<file path="src/rtl/booth_dot_acc.sv">
// Dot-product accumulator for the booth multiplier: sums LEN signed products with
// per-step saturation and hands the group result out over a valid/ready port.
module booth_dot_acc #(
   parameter int WIDTH = 6,
   parameter int LEN   = 4,
   parameter int ACC_W = 16
) (
   input  logic                        clk,
   input  logic                        rst,
   input  logic                        in_valid,
   output logic                        in_ready,
   input  logic signed [2*WIDTH-1:0]   prod,
   output logic                        out_valid,
   input  logic                        out_ready,
   output logic signed [ACC_W-1:0]     acc_out,
   output logic                        ovf
);

   localparam int CNT_W = (LEN > 2) ? $clog2(LEN) : 1;
   localparam logic signed [ACC_W:0] MAX_X = {2'b00, {(ACC_W-1){1'b1}}};
   localparam logic signed [ACC_W:0] MIN_X = {2'b11, {(ACC_W-1){1'b0}}};

   typedef enum logic {ACC, DONE} state_t;

   state_t                   state, state_nxt;
   logic [CNT_W-1:0]         cnt;
   logic signed [ACC_W-1:0]  acc;
   logic                     ovf_int;
   logic                     accept;
   logic                     last;
   logic signed [ACC_W:0]    sum;
   logic signed [ACC_W-1:0]  sum_sat;
   logic                     sum_hit;

   function automatic logic signed [ACC_W-1:0] sat_val(input logic signed [ACC_W:0] s);
      if (s > MAX_X)
         return MAX_X[ACC_W-1:0];
      else if (s < MIN_X)
         return MIN_X[ACC_W-1:0];
      else
         return s[ACC_W-1:0];
   endfunction

   function automatic logic sat_hit(input logic signed [ACC_W:0] s);
      return (s > MAX_X) || (s < MIN_X);
   endfunction

   // One guard bit above the accumulator keeps the raw sum exact before clamping.
   always_comb begin
      sum     = $signed({acc[ACC_W-1], acc})
              + $signed({{(ACC_W+1-2*WIDTH){prod[2*WIDTH-1]}}, prod});
      sum_sat = sat_val(sum);
      sum_hit = sat_hit(sum);
      accept  = in_valid && in_ready;
      last    = (cnt == CNT_W'(LEN-1));
   end

   always_ff @(posedge clk) begin
      if (rst)
         state <= ACC;
      else
         state <= state_nxt;
   end

   always_comb begin
      state_nxt = state;
      case (state)
         ACC:     if (accept && last) state_nxt = DONE;
         DONE:    if (out_ready)      state_nxt = ACC;
         default: state_nxt = ACC;
      endcase
   end

   always_comb begin
      in_ready  = !rst && (state == ACC);
      out_valid = (state == DONE);
   end

   always_ff @(posedge clk) begin
      if (rst) begin
         acc     <= '0;
         cnt     <= '0;
         ovf_int <= 1'b0;
         acc_out <= '0;
         ovf     <= 1'b0;
      end else if (accept) begin
         if (last) begin
            acc     <= '0;
            cnt     <= '0;
            ovf_int <= 1'b0;
            acc_out <= sum_sat;
            ovf     <= ovf_int | sum_hit;
         end else begin
            acc     <= sum_sat;
            cnt     <= cnt + CNT_W'(1);
            ovf_int <= ovf_int | sum_hit;
         end
      end
   end

endmodule
</file>
<file path="config.mk">
export PLATFORM = sky130hd
export DESIGN_NAME = booth_dot_acc
export DESIGN_NICKNAME = d
export VERILOG_FILES = /design/src/rtl/booth_dot_acc.sv
export SDC_FILE = /design/constraint.sdc
export NUM_CORES = 1
export LEC_CHECK = 0
export BUFFER_PORTS_ARGS = -buffer_cell sky130_fd_sc_hd__buf_2
export CAP_MARGIN = 40
export CORE_MARGIN = 1.5
export CORE_UTILIZATION = 45
export CTS_BUF_LIST = sky130_fd_sc_hd__clkbuf_2 sky130_fd_sc_hd__clkbuf_4 sky130_fd_sc_hd__clkbuf_8
export DETAILED_ROUTE_END_ITERATION = 10
export GPL_TIMING_DRIVEN = 0
export SETUP_SLACK_MARGIN = 0.1
export SYNTH_ARGS = -nofsm -noshare
export SYNTH_HDL_FRONTEND = slang
export SYNTH_SLANG_ARGS = --single-unit
export TNS_END_PERCENT = 20
</file>
<file path="constraint.sdc">
create_clock -name clk -period 7.8 [get_ports clk]
set_input_delay 1.95 -clock clk [delete_from_list [all_inputs] [get_ports clk]]
set_output_delay 1.95 -clock clk [all_outputs]
set_load 0.02 [all_outputs]
</file>
==> results.ini <==
[critical_path]
cp.required_ps=5850
critPathLaunchType=primary input
arrival_ps=2610
worstSetupPathType=primary input to output pin
crit_path_end_kind=output pin
critPathMaxFanout=10

[sta]
setup_viol=0
min_period_ps=4563
slew_headroom=0.6299
final.setup.tns_ps=0
hold_viol_final=0
clock_skew_ps=5.133
rsz0062_at_grt=no
drv_slew=0
max_freq_mhz=219.2
fin_crit_sh=0.5850
holdWs_ps=460.4
tightest_slew_ps=555.2

[clock_network]
cts_root_buf=clkbuf_8
post_cts_buffers=0
clkSlewWorstSetupHoldPaths_ps=70
clk_latency_ps=280
clockBufferDepth=2
cts_buffers=5
clock_sinks=37
cts_hold_buf=0
h-tree-depth=2
cts_tree=done
ctsResizeCount=0

[route]
dr.pass1.iters=4
drt_wl_total_um=7158
dr.first_iter.drc_count=166
drc=0
via_count=2570
wire_per_inst_um=16.23
ant_nets=0
viasPerCell=5.828

[final_layout]
fillers=560
register_area_um2=740.7
area_growth_pct=13.63
layout-drive-gt1-share=0.1653
antennaDiodeCount=0
nNetsFinal=402
instances_no_fill=441
final_core_util=0.5279
multiInputGateArea_um2=1643
layout_commonest_cell=a21oi_1
mostFrequentLayoutCells=a21oi_1 (47), buf_2 (39), dfxtp_1 (37), nand2_1 (31), o21ai_0 (25)

[synthesis]
synth_flop_cell=dfxtp_1
syn-num-nets=362
synthCells=328
syn_area_per_cell_um2=7.751
ys.warnings.count=0
netlist-cell-type-count=45
ys_seq_elements=37
synth_top_cell_by_area=dfxtp_1
synthTopCellsByArea=dfxtp_1 (29%), a21oi_1 (9.3%), ha_1 (8.4%)
synthArstFlopShare=0
synth_area_um2=2542
synth_enable_flop_cells=0
ys_seq_area_frac=0.2913
synth_top_area_frac=0.2913

[floorplanning]
dieWidth_um=78.17
die_h_um=78.17
die-area_um2=6110
rows=27
core_area_um2=5473
io_pins=35
start_util=0.4646

[global_routing]
antenna_found_initial=0
grt_pass1_wl_um=11640
grt_overflow=0
top_usage_layer=met2
grt_start_max_net_pins=11
first_global_vias=2363
met1_usage=0.3281
grt_use_met3=0.04186
track_usage=0.2434
met2_usage=0.4096

[pwr]
powerDensity_nw_per_um2=194.8
vdd_drop_max_uv=98.34
p_leak_uw=0.001171
p_total_uw=562.7

[place]
gp_congestion=0.8156
dpl.hpwl_um=5397
portBuffers=33
numPlacedInstances=433

[hold_path]
min_path_type=register to register

[job]
drv_cap=0

[status]
outcome=finished clean

## power by group
group          leakage (uW)  internal, uW  total, uW  switching (uW)
combinational      0.000821          79.1        214             135
clock             0.0000498          74.0        140            66.5
sequential         0.000301           200        209            9.00
total               0.00117           353        563             210
## through the flow
step,setup WS (ps),cell area (um^2)
2_1_floorplan,3344,2542
6_report,3237,2889
4_1_cts,3244,2889
3_3_place_gp,3255,2798
5_1_grt,3180,2889
3_5_place_dp,3231,2798
## cells in the mapped netlist (all sizes together) (5+ instances only)
cell type and n:
ha 17, a311oi 15, buf 12, o21ai 47
a31oi 5, o211ai 9, clkbuf 11, nand2 32
nand3 21, a21oi 48, inv 9, xnor2 8
dfxtp 37, nor2 14
## critical path, stage by stage
cell    delay, ps
buf_2         170
nor2_1        260
buf_2         220
## metal layers
layer	routed length, um	part of all wire
met3	187	0.026
met1	3456	0.48
met4	83	0.012
met2	3430	0.48
met5	0	0
## registers in the layout (all words and copies together) (netlist names)
name       count
cnt            2
acc           16
out_valid      1
ovf            1
ovf_int        1
acc_out       16
## logic make-up after synthesis
kind of cell	Yosys count	synth area share
xor gates and xnor gates	10	0.03741
muxes	1	0.003937
and+or+nand+nor	83	0.1486
AOI/OAI and AO/OA	147	0.3647
DFF	37	0.2913
adders and majority gates	18	0.09153
buffers and inverters	32	0.06250
## worst paths after layout
check | slack (ps) | start | end | cells after the start
worst max-delay path | 3240 | rst | in_ready | 3
worst min-delay path | 460 | acc_out[4]$_SDFFE_PP0P_ | acc_out[4]$_SDFFE_PP0P_ | 2
worst max register to register | 4880 | acc[0]$_SDFFE_PP0P_ | acc[12]$_SDFFE_PP0P_ | 10
worst min register to register | 460 | acc_out[4]$_SDFFE_PP0P_ | acc_out[4]$_SDFFE_PP0P_ | 2
## cell type report
class	instances	area share
inverters	9	0.01169
multi-input cells	259	0.5686
flip-flops and latches	37	0.2564
repair buffers	33	0.05717
plain buffers	23	0.04331
clock buffers	8	0.03162
well taps	72	0.03118
Power figures use the tool's default switching activity.
